## src/rtl/tpu_pkg.sv

```systemverilog
// Shared types and latency defaults for the TPU tile sequencer.
package tpu_pkg;

  typedef enum logic [2:0] {
    ST_IDLE,
    ST_WREQ,
    ST_WLOAD,
    ST_FEED,
    ST_DRAIN,
    ST_FINISH
  } seq_state_e;

  localparam int unsigned DEF_MATRIX_SIZE = 8;

  // UB address issue to result row valid at the result SRAM input.
  function automatic int unsigned pipe_lat_of(input int unsigned matrix_size);
    return 2 * matrix_size + 2;
  endfunction

  function automatic int unsigned wload_lat_of(input int unsigned matrix_size);
    return matrix_size;
  endfunction

endpackage

```

## src/rtl/tpu_tile_sequencer_if.sv

```systemverilog
// Control, weight-FIFO, unified-buffer and result-SRAM signals of the tile sequencer.
interface tpu_tile_sequencer_if #(
  parameter int unsigned ADDRESSSIZE = 10,
  parameter int unsigned TILE_BW     = 6
);
  logic                   start;
  logic [ADDRESSSIZE-1:0] cfg_ub_base;
  logic [ADDRESSSIZE-1:0] cfg_res_base;
  logic [ADDRESSSIZE-1:0] cfg_num_vec;
  logic [TILE_BW-1:0]     cfg_num_tiles;
  logic                   fifo_empty;
  logic                   fifo_read_enable;
  logic                   we_rl;
  logic [ADDRESSSIZE-1:0] ub_address;
  logic                   res_write_enable;
  logic [ADDRESSSIZE-1:0] res_address;
  logic                   busy;
  logic                   done;
  logic                   cfg_err;

  modport master (
    input  start, cfg_ub_base, cfg_res_base, cfg_num_vec, cfg_num_tiles, fifo_empty,
    output fifo_read_enable, we_rl, ub_address, res_write_enable, res_address,
           busy, done, cfg_err
  );

  modport slave (
    output start, cfg_ub_base, cfg_res_base, cfg_num_vec, cfg_num_tiles, fifo_empty,
    input  fifo_read_enable, we_rl, ub_address, res_write_enable, res_address,
           busy, done, cfg_err
  );
endinterface

```

## src/rtl/tpu_valid_pipe.sv

```systemverilog
// Fixed-depth valid shift register tracking result rows in flight through the array.
module tpu_valid_pipe #(
  parameter int unsigned DEPTH = 18
) (
  input  logic clk,
  input  logic rstn,
  input  logic in_valid,
  output logic out_valid,
  output logic any_valid
);
  logic [DEPTH-1:0] pipe_q, pipe_d;

  always_comb pipe_d = {pipe_q[DEPTH-2:0], in_valid};

  // NOTE: this shift register is reset (unlike a data memory) because a stale bit would fire a result write.
  always_ff @(posedge clk or negedge rstn) begin
    if (!rstn) pipe_q <= '0;
    else       pipe_q <= pipe_d;
  end

  assign out_valid = pipe_q[DEPTH-1];
  // Rows still in flight after this cycle's output stage has been written.
  assign any_valid = in_valid | (|pipe_q[DEPTH-2:0]);
endmodule

```

## src/rtl/tpu_tile_sequencer.sv

```systemverilog
// Tile sequencer: weight pop/load, UB vector feed and delayed result-SRAM writes.
module tpu_tile_sequencer
  import tpu_pkg::*;
#(
  parameter int unsigned ADDRESSSIZE = 10,
  parameter int unsigned MATRIX_SIZE = DEF_MATRIX_SIZE,
  parameter int unsigned PIPE_LAT    = pipe_lat_of(MATRIX_SIZE),
  parameter int unsigned WLOAD_LAT   = wload_lat_of(MATRIX_SIZE),
  parameter int unsigned TILE_BW     = 6
) (
  input logic clk,
  input logic rstn,
  tpu_tile_sequencer_if.master bus
);
  localparam int unsigned WCW = (WLOAD_LAT > 1) ? $clog2(WLOAD_LAT) : 1;
  localparam logic [ADDRESSSIZE-1:0] ONE_A   = ADDRESSSIZE'(1);
  localparam logic [TILE_BW-1:0]     ONE_T   = TILE_BW'(1);
  localparam logic [WCW-1:0]         WL_LAST = WCW'(WLOAD_LAT - 1);

  seq_state_e             state_q, state_d;
  logic [ADDRESSSIZE-1:0] num_vec_q, num_vec_d, vec_cnt_q, vec_cnt_d;
  logic [ADDRESSSIZE-1:0] ub_ptr_q, ub_ptr_d, res_ptr_q, res_ptr_d;
  logic [TILE_BW-1:0]     tiles_q, tiles_d;
  logic [WCW-1:0]         wcnt_q, wcnt_d;
  logic fifo_re_q, fifo_re_d, we_rl_q, we_rl_d;
  logic busy_q, busy_d, done_q, done_d, cfg_err_q, cfg_err_d;
  logic issue, res_we, pipe_busy;

  assign issue = (state_q == ST_FEED);

  tpu_valid_pipe #(.DEPTH(PIPE_LAT)) u_valid_pipe (
    .clk      (clk),
    .rstn     (rstn),
    .in_valid (issue),
    .out_valid(res_we),
    .any_valid(pipe_busy)
  );

  // NOTE: every _d takes its _q (or idle) value first so no path through the case infers a latch.
  always_comb begin
    state_d   = state_q;
    num_vec_d = num_vec_q;
    vec_cnt_d = vec_cnt_q;
    ub_ptr_d  = ub_ptr_q;
    res_ptr_d = res_ptr_q;
    tiles_d   = tiles_q;
    wcnt_d    = wcnt_q;
    busy_d    = busy_q;
    cfg_err_d = cfg_err_q;
    fifo_re_d = 1'b0;
    we_rl_d   = 1'b0;
    done_d    = 1'b0;

    if (res_we) res_ptr_d = res_ptr_q + ONE_A;

    unique case (state_q)
      ST_IDLE: if (bus.start) begin
        num_vec_d = bus.cfg_num_vec;
        tiles_d   = bus.cfg_num_tiles;
        ub_ptr_d  = bus.cfg_ub_base;
        res_ptr_d = bus.cfg_res_base;
        cfg_err_d = 1'b0;
        if (bus.cfg_num_vec == '0 || bus.cfg_num_tiles == '0) begin
          cfg_err_d = 1'b1;
          done_d    = 1'b1;
          state_d   = ST_FINISH;
        end else begin
          busy_d    = 1'b1;
          fifo_re_d = ~bus.fifo_empty;
          state_d   = ST_WREQ;
        end
      end
      // The pop is registered: the cycle it is high is the cycle we leave WREQ.
      ST_WREQ: if (fifo_re_q) begin
        we_rl_d = 1'b1;
        wcnt_d  = '0;
        state_d = ST_WLOAD;
      end else begin
        fifo_re_d = ~bus.fifo_empty;
      end
      ST_WLOAD: if (wcnt_q == WL_LAST) begin
        vec_cnt_d = '0;
        state_d   = ST_FEED;
      end else begin
        wcnt_d = wcnt_q + WCW'(1);
      end
      ST_FEED: begin
        ub_ptr_d = ub_ptr_q + ONE_A;
        if (vec_cnt_q == num_vec_q - ONE_A) state_d = ST_DRAIN;
        else                                vec_cnt_d = vec_cnt_q + ONE_A;
      end
      ST_DRAIN: if (!pipe_busy) begin
        if (tiles_q == ONE_T) begin
          busy_d  = 1'b0;
          done_d  = 1'b1;
          state_d = ST_FINISH;
        end else begin
          tiles_d   = tiles_q - ONE_T;
          fifo_re_d = ~bus.fifo_empty;
          state_d   = ST_WREQ;
        end
      end
      ST_FINISH: state_d = ST_IDLE;
      default:   state_d = ST_IDLE;
    endcase
  end

  // NOTE: non-blocking assignments so every flop updates from pre-edge values.
  always_ff @(posedge clk or negedge rstn) begin
    if (!rstn) begin
      state_q   <= ST_IDLE;
      num_vec_q <= '0;
      vec_cnt_q <= '0;
      ub_ptr_q  <= '0;
      res_ptr_q <= '0;
      tiles_q   <= '0;
      wcnt_q    <= '0;
      fifo_re_q <= 1'b0;
      we_rl_q   <= 1'b0;
      busy_q    <= 1'b0;
      done_q    <= 1'b0;
      cfg_err_q <= 1'b0;
    end else begin
      state_q   <= state_d;
      num_vec_q <= num_vec_d;
      vec_cnt_q <= vec_cnt_d;
      ub_ptr_q  <= ub_ptr_d;
      res_ptr_q <= res_ptr_d;
      tiles_q   <= tiles_d;
      wcnt_q    <= wcnt_d;
      fifo_re_q <= fifo_re_d;
      we_rl_q   <= we_rl_d;
      busy_q    <= busy_d;
      done_q    <= done_d;
      cfg_err_q <= cfg_err_d;
    end
  end

  assign bus.fifo_read_enable = fifo_re_q;
  assign bus.we_rl            = we_rl_q;
  assign bus.ub_address       = ub_ptr_q;
  assign bus.res_write_enable = res_we;
  assign bus.res_address      = res_ptr_q;
  assign bus.busy             = busy_q;
  assign bus.done             = done_q;
  assign bus.cfg_err          = cfg_err_q;
endmodule

```

## src/flat_wrapper.sv

```systemverilog
// flat-port wrapper written by rule: the top's interface ports become plain ports
module tpu_tile_sequencer_flat import tpu_pkg::*;
#(
  parameter int unsigned ADDRESSSIZE = 10,
  parameter int unsigned MATRIX_SIZE = DEF_MATRIX_SIZE,
  parameter int unsigned PIPE_LAT    = pipe_lat_of(MATRIX_SIZE),
  parameter int unsigned WLOAD_LAT   = wload_lat_of(MATRIX_SIZE),
  parameter int unsigned TILE_BW     = 6
)
  (clk, rstn, bus_start, bus_cfg_ub_base, bus_cfg_res_base, bus_cfg_num_vec, bus_cfg_num_tiles, bus_fifo_empty, bus_fifo_read_enable, bus_we_rl, bus_ub_address, bus_res_write_enable, bus_res_address, bus_busy, bus_done, bus_cfg_err);
  tpu_tile_sequencer_if #(.ADDRESSSIZE(ADDRESSSIZE), .TILE_BW(TILE_BW)) bus_i ();
  input logic clk;
  input logic rstn;
  input wire logic [$bits(bus_i.start)-1:0] bus_start;
  input wire logic [$bits(bus_i.cfg_ub_base)-1:0] bus_cfg_ub_base;
  input wire logic [$bits(bus_i.cfg_res_base)-1:0] bus_cfg_res_base;
  input wire logic [$bits(bus_i.cfg_num_vec)-1:0] bus_cfg_num_vec;
  input wire logic [$bits(bus_i.cfg_num_tiles)-1:0] bus_cfg_num_tiles;
  input wire logic [$bits(bus_i.fifo_empty)-1:0] bus_fifo_empty;
  output wire logic [$bits(bus_i.fifo_read_enable)-1:0] bus_fifo_read_enable;
  output wire logic [$bits(bus_i.we_rl)-1:0] bus_we_rl;
  output wire logic [$bits(bus_i.ub_address)-1:0] bus_ub_address;
  output wire logic [$bits(bus_i.res_write_enable)-1:0] bus_res_write_enable;
  output wire logic [$bits(bus_i.res_address)-1:0] bus_res_address;
  output wire logic [$bits(bus_i.busy)-1:0] bus_busy;
  output wire logic [$bits(bus_i.done)-1:0] bus_done;
  output wire logic [$bits(bus_i.cfg_err)-1:0] bus_cfg_err;
  assign bus_i.start = bus_start;
  assign bus_i.cfg_ub_base = bus_cfg_ub_base;
  assign bus_i.cfg_res_base = bus_cfg_res_base;
  assign bus_i.cfg_num_vec = bus_cfg_num_vec;
  assign bus_i.cfg_num_tiles = bus_cfg_num_tiles;
  assign bus_i.fifo_empty = bus_fifo_empty;
  assign bus_fifo_read_enable = bus_i.fifo_read_enable;
  assign bus_we_rl = bus_i.we_rl;
  assign bus_ub_address = bus_i.ub_address;
  assign bus_res_write_enable = bus_i.res_write_enable;
  assign bus_res_address = bus_i.res_address;
  assign bus_busy = bus_i.busy;
  assign bus_done = bus_i.done;
  assign bus_cfg_err = bus_i.cfg_err;
  tpu_tile_sequencer #(.ADDRESSSIZE(ADDRESSSIZE), .MATRIX_SIZE(MATRIX_SIZE), .PIPE_LAT(PIPE_LAT), .WLOAD_LAT(WLOAD_LAT), .TILE_BW(TILE_BW)) u_core (.clk(clk), .rstn(rstn), .bus(bus_i));
endmodule
```

## config.mk

```make
export PLATFORM = sky130hd
export DESIGN_NAME = tpu_tile_sequencer_flat
export DESIGN_NICKNAME = d
export VERILOG_FILES = /design/src/rtl/tpu_pkg.sv /design/src/rtl/tpu_tile_sequencer_if.sv /design/src/rtl/tpu_valid_pipe.sv /design/src/rtl/tpu_tile_sequencer.sv /design/src/flat_wrapper.sv
export SDC_FILE = /design/constraint.sdc
export NUM_CORES = 1
export LEC_CHECK = 0
export ABC_AREA = 1
export CAP_MARGIN = 20
export CORE_UTILIZATION = 30
export DETAILED_ROUTE_END_ITERATION = 6
export PLACE_DENSITY_LB_ADDON = 0.08
export SETUP_SLACK_MARGIN = 0.02
export SKIP_LAST_GASP = 1
export SYNTH_ARGS = -nofsm -noshare
export SYNTH_HDL_FRONTEND = slang
export SYNTH_SLANG_ARGS = --single-unit
```

## constraint.sdc

```tcl
create_clock -name clk -period 5 [get_ports clk]
set_input_delay 1 -clock clk [delete_from_list [all_inputs] [get_ports clk]]
set_output_delay 1 -clock clk [all_outputs]
set_load 0.03 [all_outputs]
```

Word level (Yosys, flattened, before mapping)
Cells that the tools add are included.

storage, ports and cells
  bits in registers = 75
  output and inout bits = 26
  logic and storage cells = 95
  bits of input ports = 40

cells by class
  $add $sub $neg = 6
  equality and inequality tests = 17
  bitwise logic cells = 2
  reductions and logical operators = 16
  multiplexer cells = 41

operators by type and width
  cell                                                                     number
  10-bit two-way mux                                                       6
  10-bit one-hot mux with 2 select lines                                   2
  10-bit by 1-bit adder with 10-bit output, second input constant          3
  3-bit two-way mux                                                        9
  6-bit two-way mux                                                        3
  17-bit OR reduction                                                      1
  1-bit two-way mux                                                        15
  3-bit one-hot mux with 5 select lines                                    1
  2-bit inequality test, second input constant                             6
  6-bit one-hot mux with 2 select lines                                    1
  10-bit == test                                                           1
  10-bit logical NOT                                                       1
  5-bit AND reduction                                                      2
  10-bit by 1-bit subtractor with 10-bit output, second input constant     1
  2-bit by 1-bit inequality test with 1-bit output, second input constant  4
  2-bit nonzero test                                                       4
  3-bit by 2-bit == test with 1-bit output, second input constant          2
  3-bit == test, second input constant                                     2
  6-bit by 1-bit == test with 1-bit output, second input constant          1
  6-bit logical NOT                                                        1
  3-bit one-hot mux with 2 select lines                                    1
  3-bit AND reduction                                                      2
  6-bit by 1-bit subtractor with 6-bit output, second input constant       1
  1-bit one-hot mux with 2 select lines                                    2
  9 further kinds                                                          10

Depth between registers and ports, before layout
Gate-level depths: netlist (run 1).

  word-level depth = 5
  depth in mapped cells = 15
  depth with buffers taken out = 15

Cells and area by module
Synthesis (run 1) repeated with hierarchy kept, for this count alone.

unflattened totals
  cell total of the unflattened synthesis = 495
  area total of the unflattened synthesis = 3900.0 sq um

modules (own cells, without submodules)
  module              area each (sq um)  times used  cells each
  tpu_tile_sequencer  3383.2             1           461
  tpu_valid_pipe      516.7              1           34

Least setup slack after synthesis (run 1)
No wires, ideal clock.

  kind = input port to flip-flop
  start = in bus_cfg_num_vec[5]
  end = reg u_core.fifo_re_q, in the netlist u_core.bus.fifo_read_enable
  arrival = 1.670 ns
  cell stages on the path = 6
  required time = 4.881 ns
  slack = 3.211 ns
  cell sequence = nor2_1 -> nand4_1 -> o21ai_0 -> or2_1 -> nand2_1 -> o21a_1

on the way
  word-level cells in the longest chain between the ends = 5

RTL lines
  element                                RTL line                   source
  start: declaration                     flat_wrapper.sv:17         input wire logic [$bits(bus_i.cfg_num_vec)-1:0] bus_cfg_num_vec;
  10-bit logical NOT                     tpu_tile_sequencer.sv:63   if (bus.cfg_num_vec == '0 || bus.cfg_num_tiles == '0) begin
  1-bit logical OR                       tpu_tile_sequencer.sv:63
  1-bit two-way mux                      tpu_tile_sequencer.sv:63
  1-bit two-way mux                      tpu_tile_sequencer.sv:57   ST_IDLE: if (bus.start) begin
  1-bit one-hot mux with 3 select lines  tpu_tile_sequencer.sv:56   unique case (state_q)
  named net u_core.fifo_re_d             tpu_tile_sequencer.sv:25   logic fifo_re_q, fifo_re_d, we_rl_q, we_rl_d;
  end signal: assignment                 tpu_tile_sequencer.sv:131  fifo_re_q <= fifo_re_d;
  end: declaration                       tpu_tile_sequencer.sv:25

The timed path passes the listed nets, and every way through them passes these cells.
A chain may end at the register's enable or synchronous reset.

Final worst setup path (run 1)
  start = in bus_start
  end = reg u_core.ub_ptr_q[0], in the netlist u_core.bus.ub_address[0]

on the way
  word-level cells in the longest chain between the ends = 2

RTL lines
  element                                 RTL line                   source
  start: declaration                      flat_wrapper.sv:14         input wire logic [$bits(bus_i.start)-1:0] bus_start;
  2-bit inequality test (no source line)  n/a
  2-bit AND reduction (no source line)    n/a
  end signal: assignment                  tpu_tile_sequencer.sv:127  ub_ptr_q <= ub_ptr_d;
  end: declaration                        tpu_tile_sequencer.sv:22   logic [ADDRESSSIZE-1:0] ub_ptr_q, ub_ptr_d, res_ptr_q, res_ptr_d;

No other way between the ends.

==> impl_metrics.env, run 1 <==
export IMPL_muxShareOfSynthArea=0
export IMPL_crit_required_ns=5.26
export IMPL_r2r_start="u_core.state_q[0]"
export IMPL_min_period_ns=2.89
export IMPL_cts_hold_buf=0
export IMPL_num_rows=42
export IMPL_worstPathArrival_ns=3.14
export IMPL_synth_top_family_by_area="simple AND/OR/NAND/NOR gates"
export IMPL_status="finished, final reports clean"
export IMPL_first_iter_violations=177
export IMPL_grt_antenna_before_repair=0
export IMPL_synth_top_area_frac=0.464
export IMPL_slew_violations=0
export IMPL_synth_commonest_cells="134 x nand2_1, 75 x dfrtp_1, 56 x nor2_1"
export IMPL_drc_errors=0
export IMPL_yosysMostFrequentCell="nand2_1"
export IMPL_post_cts_resized=0
export IMPL_clockPowerShare=0.188
export IMPL_start_util=0.307
export IMPL_dr_pass1_iters=4
export IMPL_yosys_warnings=0
export IMPL_power_density_mw_per_mm2=616
export IMPL_synth_simple_area_share=0.289
export IMPL_grt_pass1_wl_um=16600
export IMPL_yosysUniqueCellTypes=41
export IMPL_yosys_area_top_type="dfrtp_1"
export IMPL_worstSetupStartpointType="input port"
export IMPL_end_kind="register"
export IMPL_reg2reg_to="u_core.bus.ub_address[0]"
export IMPL_r2r_slack_ns=2.35
export IMPL_timing_fmax_ghz=0.347
export IMPL_area_delta_synth_final_pct=26.6
export IMPL_finalSetupTns_ns=0
export IMPL_p_leak_nw=2.40
export IMPL_cts_buffer_depth=2
export IMPL_synth_async_sr_flop_share=1.00
export IMPL_switching_power_mw=1.40
export IMPL_synth_xor_area_frac=0.0476
export IMPL_max_vdd_ir_drop_v=0.000201
export IMPL_cts_setup_buffers=0
export IMPL_drive_gt1_frac=0.0686
export IMPL_critical_path_buf_inv_count=2
export IMPL_vias=3459
export IMPL_final_hold_viol_count=0
export IMPL_intPower_mw=1.76
export IMPL_cts_root_buf="clkbuf_16"
export IMPL_hold_ws_ns=0.370
export IMPL_grt_max_degree=76
export IMPL_utilization=0.388
export IMPL_clock_latency_ns=0.35
export IMPL_dp_final_hpwl_um=6940
export IMPL_synth_nets=561
export IMPL_antenna_cells=0
export IMPL_grt_overflow_total=0
export IMPL_crit_chain="clkdlybuf4s50_1, nand2_1, inv_1, nand2_1, nand2_1, a21oi_1, a21oi_1"
export IMPL_stdcell_area_sq_mm=0.00512
export IMPL_ys_flop_type="dfrtp_1"
export IMPL_totalWireLength_um=9750
export IMPL_grt_pass1_vias=3494
export IMPL_synthCells=513
export IMPL_syn_area_per_cell_sq_um=7.89
export IMPL_switching_share=0.443
export IMPL_rsz0062_at_grt="false"
export IMPL_synthAdderAreaFrac=0.0247
export IMPL_vias_per_cell=4.56
export IMPL_ctsHtreeMaxLevel=3
export IMPL_crit_type="in2reg"
export IMPL_dieHeight_um=118
export IMPL_cp_max_fo=29
export IMPL_synth_area_leaders="dfrtp_1 46%, nand2_1 12%, nor2_1 5.2%"
export IMPL_slew_headroom=0.392
export IMPL_drv_cap=0
export IMPL_ys_ff_latch=75
export IMPL_yosysSeqAreaShare=0.464
export IMPL_placed_area_sq_mm=0.00483
export IMPL_seqPwrFrac=0.348
export IMPL_hold_path_end="u_core.u_valid_pipe.pipe_q[7]"
export IMPL_clk_pin_slew_ns=0.06
export IMPL_synth_edf_count=0
export IMPL_core_region_area_sq_mm=0.0132
export IMPL_critPathLaunch="bus_start"
export IMPL_finalSetupViolations=0
export IMPL_worstMarginPinSlew_ns=0.910
export IMPL_synth_compound_area_frac=0.0971
export IMPL_cp_slowest_cell="inv_1"
export IMPL_routedWlPerCell_um=12.8
export IMPL_cts_sinks=75
export IMPL_hold_start="u_core.u_valid_pipe.pipe_q[6]"
export IMPL_grt_usage=0.151
export IMPL_nNetsFinal=626
export IMPL_r2r_cells=9
export IMPL_hold_path_depth=0
export IMPL_cp_top_family="buffers and inverters"
export IMPL_ios=66
export IMPL_die_x_um=118
export IMPL_combPwrFrac=0.464
export IMPL_cts_tree="done"
export IMPL_min_period_over_period=0.577
export IMPL_slowest_delay_ns=0.75
export IMPL_clock_skew_ns=0.00811
export IMPL_holdCritPathClass="reg2reg"
export IMPL_syn_area_sq_mm=0.00405
export IMPL_ant_nets=0
export IMPL_cts_buffers=9
export IMPL_place_congestion=0.787
export IMPL_crit_path_frequent_cell="nand2_1"
export IMPL_port_buffers=65
export IMPL_die_area_sq_mm=0.0140
-- per-stage QoR --
stage | cells | power [mW] | setup slack (ns)
after floorplan | 513 | 2.14 | 3.21
after global routing | 759 | 3.45 | 1.84
final | 759 | 3.16 | 2.11
after global placement | 742 | 2.57 | 1.72
after CTS | 758 | 3.20 | 2.01
after detailed placement | 742 | 2.59 | 1.66
-- state kept, by name, summed over array words and instances, names as in the netlist, 3 cells and up --
name,flops
u_core.bus.res_address,10
u_core.bus.ub_address,10
u_core.num_vec_q,10
u_core.state_q,3
u_core.tiles_q,6
u_core.u_valid_pipe.pipe_q,18
u_core.vec_cnt_q,10
u_core.wcnt_q,3
-- worst max path at each step --
| stage | to | cells after the start | slack, ns |
|---|---|---|---|
| 4_1_cts | u_core.bus.ub_address[0] | 7 | 2.01 |
| 5_1_grt | u_core.bus.ub_address[0] | 7 | 1.84 |
| 2_1_floorplan | u_core.bus.fifo_read_enable | 6 | 3.21 |
| 3_3_place_gp | u_core.bus.ub_address[0] | 7 | 1.72 |
| 3_5_place_dp | u_core.bus.ub_address[0] | 7 | 1.66 |
| 6_report | u_core.bus.ub_address[0] | 7 | 2.11 |
-- power by group through the flow --
stage	sequential (mW)	clock (mW)	combinational (mW)
detailed placement	1.11	0	1.48
global placement	1.11	0	1.46
global route	1.14	0.635	1.67
CTS	1.10	0.612	1.49
floorplan	1.24	0	0.908
finish	1.10	0.593	1.47
-- logic make-up after synthesis --
group,count (synthesis)
AOI/OAI and AO/OA,72
buffers and inverters,73
and+or+nand+nor,263
xor gates and xnor gates,22
DFF,75
adders and majority gates,8
-- metal layers --
layer	track usage	share of wire
met3	0.0473	0.040
met2	0.264	0.49
met4	0.0441	0.014
met5	0	0
met1	0.176	0.45
-- layout by cell type, fill, tap and decap left out, types with 3 or more instances in the layout --
| master | count |
|---|---|
| nand2_1 | 134 |
| nor2_2 | 4 |
| clkinv_2 | 3 |
| a21oi_1 | 17 |
| inv_1 | 53 |
| o21ai_1 | 8 |
| inv_2 | 5 |
| xnor2_1 | 6 |
| nor2_1 | 56 |
| xor2_1 | 16 |
| dfrtp_1 | 75 |
| and3_1 | 3 |
| clkdlybuf4s50_1 | 64 |
| nand2_2 | 5 |
| nand4_1 | 8 |
| nor3_1 | 8 |
| ha_1 | 8 |
| nand3_1 | 34 |
| o22ai_1 | 4 |
| o21ai_0 | 33 |
| clkbuf_16 | 9 |
-- layout make-up --
| cell class | instances | area (sq um) |
|---|---|---|
| clock buffers | 11 | 233 |
| clock inverters | 5 | 30.0 |
| fillers | 1362 | 8070 |
| inverters | 61 | 231 |
| multi-input cells | 365 | 1860 |
| flip-flops and latches | 75 | 1880 |
| well taps | 176 | 220 |
| repair buffers | 66 | 676 |
Power figures use the tool's default switching activity.
==> run 2: changes to the inputs <==
==> constraint.sdc (replaced) <==
create_clock -name clk -period 2.7 [get_ports clk]
set_input_delay 0.54 -clock clk [delete_from_list [all_inputs] [get_ports clk]]
set_output_delay 0.54 -clock clk [all_outputs]
set_load 0.03 [all_outputs]
==> run 2 against run 1 <==
Effect of this change:
- worst setup slack lost 1.5 ns
- global-route usage up 0.099 points
- sequential power grew 85%
- die area stayed put
- utilization is 0.59 points higher
- first-iteration DRC count fell by 5.6%
- clock skew barely moved
- via count grew 0.17%
- sequential cell count is the same
- power increased by 93%
- routed wire length did not move
==> impl_metrics.env, run 2 (synthesized netlist as in run 1, its figures left out) <==
export IMPL_crit_required_ns=2.16
export IMPL_slew_headroom=0.610
export IMPL_worstSetupStartpointType="register"
export IMPL_drv_cap=0
export IMPL_clock_skew_ns=0.00838
export IMPL_final_common_cell="nand2_1"
export IMPL_crit_chain="clkdlybuf4s50_1"
export IMPL_r2r_cells=15
export IMPL_grt_antenna_before_repair=0
export IMPL_port_buffers=65
export IMPL_power_density_mw_per_mm2=1170
export IMPL_cp_slowest_cell="clkdlybuf4s50_1"
export IMPL_clk_pin_slew_ns=0.06
export IMPL_num_rows=42
export IMPL_max_vdd_ir_drop_v=0.000424
export IMPL_slew_violations=0
export IMPL_cts_hold_buf=0
export IMPL_vias_per_cell=4.55
export IMPL_cp_depth=1
export IMPL_switching_share=0.427
export IMPL_final_cell_mix="134 x nand2_1, 75 x dfrtp_1, 64 x clkdlybuf4s50_1, 56 x nor2_1, 53 x inv_1"
export IMPL_end_kind="output port"
export IMPL_cp_max_fo=6
export IMPL_dp_final_hpwl_um=7090
export IMPL_grt_max_degree=42
export IMPL_critical_path_buf_inv_count=1
export IMPL_slowest_delay_ns=0.71
export IMPL_antenna_cells=0
export IMPL_rsz0062_at_grt="false"
export IMPL_die_area_sq_mm=0.0140
export IMPL_holdCritPathClass="in2async"
export IMPL_post_cts_resized=0
export IMPL_ios=66
export IMPL_nNetsFinal=629
export IMPL_finalSetupTns_ns=0
export IMPL_min_period_ns=2.05
export IMPL_p_leak_nw=2.45
export IMPL_vias=3465
export IMPL_dr_pass1_iters=4
export IMPL_switching_power_mw=2.61
export IMPL_start_util=0.307
export IMPL_cp_top_family="buffers and inverters"
export IMPL_drive_gt1_frac=0.0768
export IMPL_cts_buffer_depth=2
export IMPL_drc_errors=0
export IMPL_grt_pass1_wl_um=16600
export IMPL_cts_tree="done"
export IMPL_worstPathArrival_ns=1.51
export IMPL_utilization=0.394
export IMPL_regMostFlops="u_core.u_valid_pipe.pipe_q"
export IMPL_area_delta_synth_final_pct=28.5
export IMPL_clockPowerShare=0.219
export IMPL_status="finished, final reports clean"
export IMPL_cts_buffers=9
export IMPL_ant_nets=0
export IMPL_largest_register_ffs=18
export IMPL_intPower_mw=3.50
export IMPL_cts_root_buf="clkbuf_16"
export IMPL_grt_usage=0.152
export IMPL_clock_latency_ns=0.35
export IMPL_ctsHtreeMaxLevel=3
export IMPL_grt_overflow_total=0
export IMPL_timing_fmax_ghz=0.489
export IMPL_totalWireLength_um=9750
export IMPL_finalSetupViolations=0
export IMPL_cts_sinks=75
export IMPL_crit_type="reg2out"
export IMPL_seqPwrFrac=0.332
export IMPL_min_period_over_period=0.758
export IMPL_cts_setup_buffers=0
export IMPL_core_region_area_sq_mm=0.0132
export IMPL_place_congestion=0.798
export IMPL_combPwrFrac=0.449
export IMPL_first_iter_violations=167
export IMPL_final_hold_viol_count=0
export IMPL_worstMarginPinSlew_ns=0.585
export IMPL_dieHeight_um=118
export IMPL_die_x_um=118
export IMPL_grt_pass1_vias=3375
export IMPL_routedWlPerCell_um=12.8
run 2: cell count changes in the layout (fill, tap and decap cells not counted), sizes merged:
| cell | before | now |
|---|---|---|
| inv | 59 | 60 |
| buf | 2 | 5 |
| bufinv | 0 | 2 |
| clkinvlp | 2 | 1 |
| clkbuf | 11 | 10 |
| clkinv | 5 | 4 |
run 2: final cells by class:
class / instances / area (sq um)
clock buffers: 10 / 239
clock inverters: 6 / 86.3
fillers: 1398 / 7990
inverters: 61 / 231
multi-input cells: 365 / 1860
flip-flops and latches: 75 / 1880
well taps: 176 / 220
repair buffers: 69 / 691
run 2: layer usage:
metal	vias to the layer above	GRT usage	part of all wire
met2	52	0.252	0.47
met5	-	0	0
li1	1789	-	-
met3	7	0.0468	0.041
met1	1617	0.189	0.47
met4	0	0.0457	0.013
run 2: final timing paths:
check / from / endpoint / slack (ns)
max in group asynchronous: rstn / u_core.num_vec_q[7] / 1.89
worst min-delay path: rstn / u_core.bus.res_address[4] / 0.19
worst max-delay path: u_core.u_valid_pipe.pipe_q[17] / bus_res_write_enable / 0.65
min in group clk: u_core.u_valid_pipe.pipe_q[13] / u_core.u_valid_pipe.pipe_q[14] / 0.38
worst min register to register: u_core.u_valid_pipe.pipe_q[13] / u_core.u_valid_pipe.pipe_q[14] / 0.38
worst max register to register: u_core.num_vec_q[0] / u_core.vec_cnt_q[9] / 0.77
run 2: metrics by stage:
stage	worst slack (ns)	area [sq um]	instances	power, mW	hold WS [ns]
4_1_cts	0.634	5200	762	6.20	0.210
3_3_place_gp	0.597	4870	746	4.80	0.359
6_report	0.653	5200	762	6.10	0.190
3_5_place_dp	0.556	4870	746	4.83	0.361
5_1_grt	0.477	5200	762	6.63	0.239
2_1_floorplan	1.06	4050	513	3.97	0.244
run 2: power by group through the flow:
stage / registers, mW / clock network (mW) / logic (mW)
2_1_floorplan: 2.29 / 0 / 1.68
3_5_place_dp: 2.06 / 0 / 2.77
3_3_place_gp: 2.05 / 0 / 2.75
6_report: 2.03 / 1.34 / 2.74
4_1_cts: 2.04 / 1.37 / 2.78
5_1_grt: 2.11 / 1.42 / 3.10
==> run 3: changes to the inputs <==
==> constraint.sdc (replaced) <==
create_clock -name clk -period 1.9 [get_ports clk]
set_input_delay 0.38 -clock clk [delete_from_list [all_inputs] [get_ports clk]]
set_output_delay 0.38 -clock clk [all_outputs]
set_load 0.03 [all_outputs]
==> run 3 against run 2 <==
Effect of this change:
- routed wire length grew 3.8%
- sequential share of layout area shrank 1.9 points
- register-to-register slack lost 0.67 ns
- combinational power grew 58%
- sequential cell count is the same
- non-clock buffer count grew 16
- via count grew 1.4%
- clock power grew 51%
- clock-buffer cell count shrank 1
- critical path type unchanged
- largest power group unchanged
==> impl_metrics.env, run 3 (synthesized netlist as in run 1, its figures left out) <==
export IMPL_utilization=0.416
export IMPL_ctsHtreeMaxLevel=3
export IMPL_start_util=0.307
export IMPL_grt_pass1_vias=3560
export IMPL_worstMarginPinSlew_ns=0.441
export IMPL_end_kind="output port"
export IMPL_clock_skew_ns=0.00587
export IMPL_cts_buffers=9
export IMPL_rsz0062_at_grt="true"
export IMPL_final_hold_viol_count=0
export IMPL_final_cell_mix="124 x nand2_1, 73 x dfrtp_1, 54 x clkdlybuf4s50_1, 53 x nor2_1, 51 x inv_1"
export IMPL_antenna_cells=0
export IMPL_totalWireLength_um=10100
export IMPL_cts_root_buf="clkbuf_16"
export IMPL_finalSetupTns_ns=0
export IMPL_min_period_ns=1.83
export IMPL_slowest_delay_ns=0.69
export IMPL_num_rows=42
export IMPL_finalSetupViolations=0
export IMPL_grt_usage=0.157
export IMPL_finalPower_mw=9.25
export IMPL_first_iter_violations=181
export IMPL_final_common_cell="nand2_1"
export IMPL_nNetsFinal=645
export IMPL_holdCritPathClass="reg2reg"
export IMPL_dr_pass1_iters=4
export IMPL_die_x_um=118
export IMPL_min_period_over_period=0.965
export IMPL_pre_cts_slack_ns=0.00298
export IMPL_drv_cap=0
export IMPL_dp_final_hpwl_um=7400
export IMPL_cts_buffer_depth=2
export IMPL_clock_latency_ns=0.34
export IMPL_clk_pin_slew_ns=0.06
export IMPL_die_area_sq_mm=0.0140
export IMPL_grt_max_degree=36
export IMPL_cp_slowest_cell="clkdlybuf4s50_1"
export IMPL_worstPathArrival_ns=1.45
export IMPL_slew_headroom=0.705
export IMPL_grt_overflow_total=0
export IMPL_cp_top_family="buffers and inverters"
export IMPL_cts_tree="done"
export IMPL_grt_antenna_before_repair=0
export IMPL_vias_per_cell=4.51
export IMPL_dieHeight_um=118
export IMPL_routedWlPerCell_um=13.0
export IMPL_status="finished, final reports clean"
export IMPL_slew_violations=0
export IMPL_drive_gt1_frac=0.140
export IMPL_p_leak_nw=2.63
export IMPL_timing_fmax_ghz=0.545
export IMPL_regMostFlops="u_core.u_valid_pipe.pipe_q"
export IMPL_port_buffers=65
export IMPL_vias=3512
export IMPL_core_region_area_sq_mm=0.0132
export IMPL_critical_path_buf_inv_count=1
export IMPL_grt_pass1_wl_um=17200
export IMPL_largest_register_ffs=18
export IMPL_crit_type="reg2out"
export IMPL_crit_required_ns=1.52
export IMPL_cp_max_fo=5
export IMPL_cts_sinks=75
export IMPL_crit_chain="clkdlybuf4s50_1"
export IMPL_fill_cells=1350
export IMPL_ios=66
export IMPL_max_vdd_ir_drop_v=0.000479
export IMPL_power_density_mw_per_mm2=1680
export IMPL_ant_nets=0
export IMPL_worstSetupStartpointType="register"
export IMPL_place_congestion=0.775
export IMPL_drc_errors=0
export IMPL_worst_slack_ns=0.0659
export IMPL_area_delta_synth_final_pct=35.7
==> run 3: stage by stage <==
step | std cells | area [sq um] | hold slack (ns)
after detailed placement | 759 | 4980 | 0.332
after global routing | 778 | 5490 | 0.386
after global placement | 759 | 4980 | 0.326
after floorplan | 513 | 4050 | 0.0844
final | 778 | 5490 | 0.376
after CTS | 776 | 5340 | 0.374
==> run 3: worst paths after layout <==
check / from / endpoint / slack [ns] / cells after the start
max: u_core.bus.ub_address[8] / bus_ub_address[8] / 0.07 / 1
min: u_core.u_valid_pipe.pipe_q[4] / u_core.u_valid_pipe.pipe_q[5] / 0.38 / 0
max reg2reg: u_core.num_vec_q[1] / u_core.state_q[1] / 0.10 / 13
min reg2reg: u_core.u_valid_pipe.pipe_q[4] / u_core.u_valid_pipe.pipe_q[5] / 0.38 / 0
max in group asynchronous: rstn / u_core.vec_cnt_q[1] / 0.80 / 3
min in group asynchronous: rstn / u_core.bus.res_address[6] / 0.50 / 2
==> run 3: per-layer routing <==
layer  global-route usage  vias to the layer above  wire length [um]
met2                0.270                       66              4940
met1                0.191                     1619              4660
met5                    0                        -                 0
met3               0.0454                       10               390
li1                     -                     1817                 -
met4               0.0457                        0               129
==> run 3: layout make-up <==
type | count | area (sq um) | share of cell area
Tap cell | 176 | 220 | 0.0401
Clock buffer | 9 | 225 | 0.0410
Inverter | 61 | 231 | 0.0421
Clock inverter | 7 | 124 | 0.0226
Timing Repair Buffer | 85 | 851 | 0.155
Multi-Input combinational cell | 365 | 1960 | 0.357
Sequential cell | 75 | 1880 | 0.342
==> run 3: power by group <==
| part | internal [mW] | leakage [nW] | switching [mW] |
|---|---|---|---|
| Sequential | 2.27 | 0.951 | 0.624 |
| Combinational | 1.77 | 1.51 | 2.57 |
| Clock | 1.30 | 0.172 | 0.722 |
==> run 3: what timing repair did <==
item / CTS / global route
pin swaps: 0 / 16
setup buffers: 0 / 2
gates resized for setup: 2 / 40
hold endpoints to repair: 24 / 0
setup endpoints to repair: 2 / 29
hold buffers: 1 / 0
